$ cat config.mk
export PLATFORM = sky130hd
export DESIGN_NAME = cla_addsub_pipe
export DESIGN_NICKNAME = d
export VERILOG_FILES = /design/src/rtl/cla_addsub_pipe.sv
export SDC_FILE = /design/constraint.sdc
export NUM_CORES = 1
export LEC_CHECK = 0
export CAP_MARGIN = 10
export CORE_MARGIN = 2
export CORE_UTILIZATION = 54
export CTS_CLUSTER_SIZE = 30
export DETAILED_ROUTE_END_ITERATION = 16
export PLACE_DENSITY = 0.83
export RECOVER_POWER = 25
export REMOVE_ABC_BUFFERS = 1
export SETUP_SLACK_MARGIN = 0.1
export SLEW_MARGIN = 25
export SYNTH_ARGS = -nofsm -noshare
export SYNTH_HDL_FRONTEND = slang
export SYNTH_SLANG_ARGS = --single-unit
$ cat constraint.sdc
create_clock -name clk -period 3.8 [get_ports clk]
set_clock_uncertainty 0.1 [all_clocks]
set_input_delay 0.57 -clock clk [delete_from_list [all_inputs] [get_ports clk]]
set_output_delay 0.57 -clock clk [all_outputs]
set_load 0.05 [all_outputs]
$ cat src/rtl/cla_addsub_pipe.sv
// Pipelined carry-lookahead adder/subtractor with a sideband tag and valid/ready on both sides.
// Each register stage finishes one WIDTH/SEGS-bit segment; the last register drives the outputs.
module cla_addsub_pipe #(
  parameter int unsigned WIDTH = 16,
  parameter int unsigned SEGS  = 2,
  parameter int unsigned TAG_W = 4
) (
  input  logic             clk,
  input  logic             rst_n,
  input  logic             in_valid,
  output logic             in_ready,
  input  logic [WIDTH-1:0] in_a,
  input  logic [WIDTH-1:0] in_b,
  input  logic             in_sub,
  input  logic [TAG_W-1:0] in_tag,
  output logic             out_valid,
  input  logic             out_ready,
  output logic [WIDTH-1:0] out_sum,
  output logic             out_cout,
  output logic             out_ovf,
  output logic             out_zero,
  output logic [TAG_W-1:0] out_tag
);

  localparam int unsigned SW = WIDTH / SEGS;
  localparam int unsigned NG = SW / 4;

  if (WIDTH < 4 || (WIDTH % 4) != 0 || SEGS < 1 || ((WIDTH / 4) % SEGS) != 0 || TAG_W < 1)
  begin : g_param_check
    $fatal(1, "cla_addsub_pipe: illegal WIDTH/SEGS/TAG_W combination");
  end

  // Two-level lookahead over one segment; returns {carry out, carry into MSB, sum}.
  function automatic logic [SW+1:0] seg_add(input logic [SW-1:0] a, input logic [SW-1:0] b,
                                            input logic cin);
    logic [SW-1:0] g, p, c;
    logic [NG-1:0] gg, gp;
    logic [NG:0]   gc;
    logic          t, acc;
    g = a & b;
    p = a ^ b;
    for (int j = 0; j < int'(NG); j++) begin
      gg[j] = 1'b0;
      gp[j] = 1'b1;
      for (int i = 0; i < 4; i++) begin
        t = g[4*j+i];
        for (int m = i + 1; m < 4; m++) t = t & p[4*j+m];
        gg[j] = gg[j] | t;
        gp[j] = gp[j] & p[4*j+i];
      end
    end
    for (int j = 0; j <= int'(NG); j++) begin
      acc = cin;
      for (int m = 0; m < j; m++) acc = acc & gp[m];
      for (int i = 0; i < j; i++) begin
        t = gg[i];
        for (int m = i + 1; m < j; m++) t = t & gp[m];
        acc = acc | t;
      end
      gc[j] = acc;
    end
    for (int j = 0; j < int'(NG); j++) begin
      for (int i = 0; i < 4; i++) begin
        acc = gc[j];
        for (int m = 0; m < i; m++) acc = acc & p[4*j+m];
        for (int k = 0; k < i; k++) begin
          t = g[4*j+k];
          for (int m = k + 1; m < i; m++) t = t & p[4*j+m];
          acc = acc | t;
        end
        c[4*j+i] = acc;
      end
    end
    return {gc[NG], c[SW-1], p ^ c};
  endfunction

  logic [SEGS-1:0]  vld_q, vld_d, adv, load;
  logic [SEGS-1:0]  c_q, c_d;
  logic [WIDTH-1:0] sum_q [SEGS];
  logic [WIDTH-1:0] sum_d [SEGS];
  logic [WIDTH-1:0] a_q   [SEGS];
  logic [WIDTH-1:0] a_d   [SEGS];
  logic [WIDTH-1:0] b_q   [SEGS];
  logic [WIDTH-1:0] b_d   [SEGS];
  logic [TAG_W-1:0] tag_q [SEGS];
  logic [TAG_W-1:0] tag_d [SEGS];
  logic             ovf_q, ovf_d, zero_q, zero_d;

  logic [WIDTH-1:0] src_a   [SEGS];
  logic [WIDTH-1:0] src_b   [SEGS];
  logic [WIDTH-1:0] src_sum [SEGS];
  logic [TAG_W-1:0] src_tag [SEGS];
  logic [SEGS-1:0]  src_c;

  // Stall chain: a stage can take new data when it is empty or its content moves on.
  always_comb begin : p_handshake
    logic rdy;
    rdy = out_ready;
    adv = '0;
    for (int s = int'(SEGS) - 1; s >= 0; s--) begin
      adv[s] = vld_q[s] & rdy;
      rdy    = ~vld_q[s] | adv[s];
    end
    in_ready = rdy;
    load     = {adv[SEGS-1:0], in_valid & rdy} >> 0;
  end

  always_comb begin : p_src
    src_a[0]   = in_a;
    src_b[0]   = in_sub ? ~in_b : in_b;
    src_c[0]   = in_sub;
    src_sum[0] = '0;
    src_tag[0] = in_tag;
    for (int s = 1; s < int'(SEGS); s++) begin
      src_a[s]   = a_q[s-1];
      src_b[s]   = b_q[s-1];
      src_c[s]   = c_q[s-1];
      src_sum[s] = sum_q[s-1];
      src_tag[s] = tag_q[s-1];
    end
  end

  always_comb begin : p_stage
    logic [SW+1:0]    res;
    logic [WIDTH-1:0] sum_new;
    ovf_d  = ovf_q;
    zero_d = zero_q;
    for (int s = 0; s < int'(SEGS); s++) begin
      res                  = seg_add(src_a[s][s*SW +: SW], src_b[s][s*SW +: SW], src_c[s]);
      sum_new              = src_sum[s];
      sum_new[s*SW +: SW]  = res[SW-1:0];
      vld_d[s] = load[s] | (vld_q[s] & ~adv[s]);
      sum_d[s] = load[s] ? sum_new    : sum_q[s];
      a_d[s]   = load[s] ? src_a[s]   : a_q[s];
      b_d[s]   = load[s] ? src_b[s]   : b_q[s];
      tag_d[s] = load[s] ? src_tag[s] : tag_q[s];
      c_d[s]   = load[s] ? res[SW+1]  : c_q[s];
      if (s == int'(SEGS) - 1 && load[s]) begin
        ovf_d  = res[SW+1] ^ res[SW];
        zero_d = ~|sum_new;
      end
    end
  end

  always_ff @(posedge clk or negedge rst_n) begin
    if (!rst_n) begin
      vld_q  <= '0;
      c_q    <= '0;
      ovf_q  <= 1'b0;
      zero_q <= 1'b0;
      for (int s = 0; s < int'(SEGS); s++) begin
        sum_q[s] <= '0;
        a_q[s]   <= '0;
        b_q[s]   <= '0;
        tag_q[s] <= '0;
      end
    end else begin
      vld_q  <= vld_d;
      c_q    <= c_d;
      ovf_q  <= ovf_d;
      zero_q <= zero_d;
      for (int s = 0; s < int'(SEGS); s++) begin
        sum_q[s] <= sum_d[s];
        a_q[s]   <= a_d[s];
        b_q[s]   <= b_d[s];
        tag_q[s] <= tag_d[s];
      end
    end
  end

  assign out_valid = vld_q[SEGS-1];
  assign out_sum   = sum_q[SEGS-1];
  assign out_cout  = c_q[SEGS-1];
  assign out_ovf   = ovf_q;
  assign out_zero  = zero_q;
  assign out_tag   = tag_q[SEGS-1];

endmodule

-- Yosys cells after proc, flatten, opt, wreduce, memory -nomap -nowiden
Index checks and enable logic that the tools add are counted.
- register bits after elaboration: 70
- bits in latches: 0
- memory bits (writable): 0
- ROM bits: 0
- bits of input ports: 41
- output and inout bits: 25
- word-level logic and storage cells: 131
- memories: 0
- add/sub/neg operators: 0
- $mul: 0
- divide/modulo/power cells: 0
- $lt $le $gt $ge: 0
- equality and inequality tests: 0
- shifts and indexed selects: 0
- muxes and demuxes: 1
- bitwise operators: 117
- reductions and logical operators: 2
- operators with widths (kind ; number):
    1-bit AND ; 59
    1-bit OR ; 46
    8-bit bitwise XOR ; 4
    8-bit AND ; 2
    16-bit two-way mux ; 1
    16-bit inverter ; 1
    16-bit OR reduction ; 1
    1-bit inverter ; 4
    1-bit zero test ; 1
    1-bit bitwise XOR ; 1

-- Longest topological paths before layout
- depth in word-level cells: 17
- depth in mapped cells: 13
- gate-level depth less buffers: 11

-- Worst setup path before layout
Ideal clock, no wire load.
- path type: input-to-reg
- start point: input in_sub
- end point: register sum_q, in the netlist p_stage.sum_new[7]
- library setup time: 125 ps
- arrival time: 2691 ps
- data required time: 3575 ps
- slack: 884 ps
- cell stages on the path: 13
- path through: buf_6 buf_4 xor2_1 ha_1 a21o_1 a21oi_1 o21a_1 inv_1 ha_1 o21a_1 o21ai_0 nor3b_1 o31ai_1
- cells in the longest elaborated chain, start to end: 16
- elaborated cells between the ends (all ways): 27
- classes of those cells: mux: 1; bitwise: 26
- RTL lines (item ; line ; text):
    start, declared ; 14 ; input logic in_sub,
    16-bit two-way mux ; 110 ; src_b[0] = in_sub ? ~in_b : in_b;
    8-bit AND / 8-bit bitwise XOR (equally long branches) ; 40, 41 ;
    1-bit AND (3 in a row) ; 47 ; for (int m = i + 1; m < 4; m++) t = t & p[4*j+m];
    1-bit OR (3 in a row) ; 48 ; gg[j] = gg[j] | t;
    1-bit OR ; 58 ; acc = acc | t;
    1-bit AND (3 in a row) ; 65 ; for (int m = 0; m < i; m++) acc = acc & p[4*j+m];
    1-bit OR (3 in a row) ; 69 ; acc = acc | t;
    8-bit bitwise XOR (*) ; 74 ; return {gc[NG], c[SW-1], p ^ c};
    end signal, assigned by index ; 163 ; sum_q[s] <= sum_d[s];
    end, declared ; 79 ; logic [WIDTH-1:0] sum_q [SEGS];
Mark *: on every way between the ends. The rest lies on a longest branch, timed or not.
A chain may end at the register's enable or synchronous reset.

-- Worst setup path after layout
Same ends and word-level chain as after synthesis.

==> run_results.csv <==
group,metric,value,unit
floorplanning,pin_count,66,
clock_tree,numCtsBuffers,5,
critical_path,crit_fanout,9,
route,top_layer,"met4",
layout,area_growth,28.0,%
outcome,status,"complete, but fails checks",
placement,hpwl,4260,um
logic_synthesis,yosysMostFrequentCell,"dfrtp_1",
critical_path,path_cells,"clkdlybuf4s50_1 -> xor2_1 -> ha_1 -> a21o_1 -> a21oi_1 -> o21a_1 -> inv_1 -> ha_1 -> o21a_1 -> o21ai_0 -> nor3b_1 -> o31ai_1",
logic_synthesis,synth_seq_cells,54,
timing,max_freq,309,MHz
logic_synthesis,synthTopCellsByArea,"dfrtp_1 46%, mux2_2 11%, ha_1 8.6%",
critical_path,crit_path_start_kind,"input port",
outcome,violations,"max-capacitance violations, max-slew violations",
route,drtIter0Drc,84,
critical_path,cp_slowest_stage_delay,660,ps
timing,rsz0062_at_grt,"false",
min_path,hold-path-cell-count,2,
layout,postLayoutCoreUtil,72.2,%
min_path,hold_path.startpoint,"b_q[25]",
floorplanning,rows,26,
layout,nets,384,
logic_synthesis,ys.warnings.count,0,
timing,worstMarginPinSlew,2100,ps
placement,gp_congestion,0.825,
route,drt-wirelength-per-cell,14.3,um
pwr,p_leak,1.63,nW
logic_synthesis,synth_cell_types,41,
timing,max-slew-margin-rel,-39.9,%
logic_synthesis,ys_async_sr_fraction,100,%
floorplanning,die_y,77.5,um
layout,insertedDiodeCount,0,
placement,io_buffers,65,
route,first_pass_iters,4,
timing,slew_violations,41,
critical_path,path_class,"in2reg",
grt,grt_usage,20.2,%
floorplanning,initial_utilization,56.4,%
logic_synthesis,dominantRegCellSynth,"dfrtp_1",
floorplanning,core-area,0.00517,mm^2
min_path,hold_path_class,"reg2reg",
critical_path,cp.arrival,3310,ps
placement,dpl_cell_area,0.00360,mm^2
grt,grt_antenna_before_repair,0,
route,met2RoutedLength,2840,um
floorplanning,die_area,0.00600,mm^2
logic_synthesis,synth_top_area_cell,"dfrtp_1",
critical_path,required,3880,ps
clock_tree,clk_pin_slew,90,ps
clock_tree,clock_sinks,54,
route,ant_nets,0,
timing,period_share,85.0,%
logic_synthesis,synth_area,0.00292,mm^2
logic_synthesis,synth_top_area_share,46.3,%
layout,post-route-cell-area,0.00373,mm^2
critical_path,crit_buf_inv,2,
clock_tree,htree_levels,2,
timing,fin_ws,568,ps
logic_synthesis,synth_edf_count,0,
critical_path,cpMaxStageDelayCell,"clkdlybuf4s50_1",
route,drc_errors,0,
placement,pre_cts_ws,263,ps
pwr,power.density,619,mW/mm^2
critical_path,r2r_setup_slack,900,ps
clock_tree,clockRootBuffer,"clkbuf_8",
logic_synthesis,avgSynthCellArea,11.5,um^2
route,met1_length,2510,um
route,wl,5590,um
route,dr_wl_met3,183,um
min_path,hold_end,"b_q[25]",
job,timing.max_cap.violations,1,
logic_synthesis,ys_seq_area_share,46.3,%
logic_synthesis,syn_inst,253,
grt,grt_remaining_overflow,0,
critical_path,rr_worst_depth,10,
pwr,ir_drop,317,uV
layout,drive_above_1_share,14.0,%
floorplanning,die_x,77.5,um
route,vias,2068,
grt,grt_pass1_vias,2099,
clock_tree,clkLatencyLatePin,310,ps
timing,fin_setup_tns,0,ps
timing,hold_viol,0,
clock_tree,cts_setup_buffers,0,
grt,grt_max_degree,46,
timing,finalCriticalPeriod,3230,ps
clock_tree,cts_tree,"done",
critical_path,timing.critical_path.max_delay_family,"compound AO/OA/AOI/OAI gates",
timing,finalSetupViolations,0,
critical_path,cp-end-kind,"register",
clock_tree,cts_hold_buf,0,
grt,grt_pass1_wl,9650,um
critical_path,r2r-start,"a_q[24]",
critical_path,worstReg2RegEnd,"out_zero",
clock_tree,cts_resized,0,
clock_tree,clk_path_buf_depth,2,
logic_synthesis,synth_top_cells_by_count,"54 x dfrtp_1, 28 x mux2_2, 26 x nand2_1",
route,via_per_inst,5.29,
==> worst min-delay path: stages, from the launching register on <==
cell and delay (ps):
dfrtp_1 360, nand2_1 50, o21ai_0 60
==> layout make-up <==
type                    count  area [um^2]
clock buffers               5         68.8
clock inverters             3         68.8
fillers                   377         1440
inverters                   8         30.0
multi-input cells         183         1460
flip-flops and latches     54         1350
well taps                  70         87.6
repair buffers             68          667
==> layout by cell type (no fill, tap or decap), drive strengths merged, types with 8 or more instances in the layout <==
| cell | instances |
|---|---|
| a21oi | 8 |
| clkdlybuf4s50 | 64 |
| mux2 | 28 |
| inv | 8 |
| nand2 | 28 |
| xnor2 | 9 |
| ha | 20 |
| o21ai | 22 |
| xor2 | 13 |
| dfrtp | 54 |
==> per-layer routing <==
metal	up-vias	global-route usage [%]
met1	1001	26.3
met4	0	5.54
li1	1019	-
met5	-	0
met2	41	34.5
met3	7	4.07
==> where the power goes <==
| group | internal (W) | total, W | switching (W) |
|---|---|---|---|
| logic | 0.000415 | 0.00104 | 0.000626 |
| clock network | 0.000264 | 0.000450 | 0.000186 |
| registers | 0.000726 | 0.000822 | 0.0000959 |
==> per-stage QoR <==
step	instances	power [W]	hold WS [ps]
floorplan	245	0.00152	174
global placement	383	0.00185	361
detailed placement	383	0.00188	375
CTS	391	0.00233	307
global route	391	0.00244	421
finish	391	0.00231	391
==> registers in the layout, indices dropped and copies added (netlist names) <==
| name | cells |
|---|---|
| out_ovf | 1 |
| vld_q | 2 |
| p_stage.sum_new | 8 |
| src_tag | 4 |
| out_sum | 16 |
| out_zero | 1 |
| b_q | 8 |
| out_tag | 4 |
| a_q | 8 |
| c_q | 2 |
==> how the worst max path moves through the flow <==
stage,from,to,slack [ps],cells past startpoint
2_1_floorplan,in_sub,p_stage.sum_new[7],1190,11
3_3_place_gp,in_sub,p_stage.sum_new[7],310,12
3_5_place_dp,in_sub,p_stage.sum_new[7],260,12
4_1_cts,in_sub,p_stage.sum_new[7],590,12
5_1_grt,in_sub,p_stage.sum_new[7],310,12
6_report,in_sub,p_stage.sum_new[7],570,12
==> kinds of logic (layout without fill, tap and decap cells) <==
logic type               after synthesis  count (layout)  share of synthesized area [%]
AND/OR/NAND/NOR                       57              57                           10.3
flip-flops                            54              54                           46.3
AO/OA/AOI/OAI                         49              49                           10.6
multiplexers                          32              32                           12.2
adder cells (fa/ha/maj)               23              23                           10.6
XOR/XNOR                              22              22                           6.61
buffers and inverters                 16              84                           3.35
No activity file was read; power rests on OpenSTA's default activity.
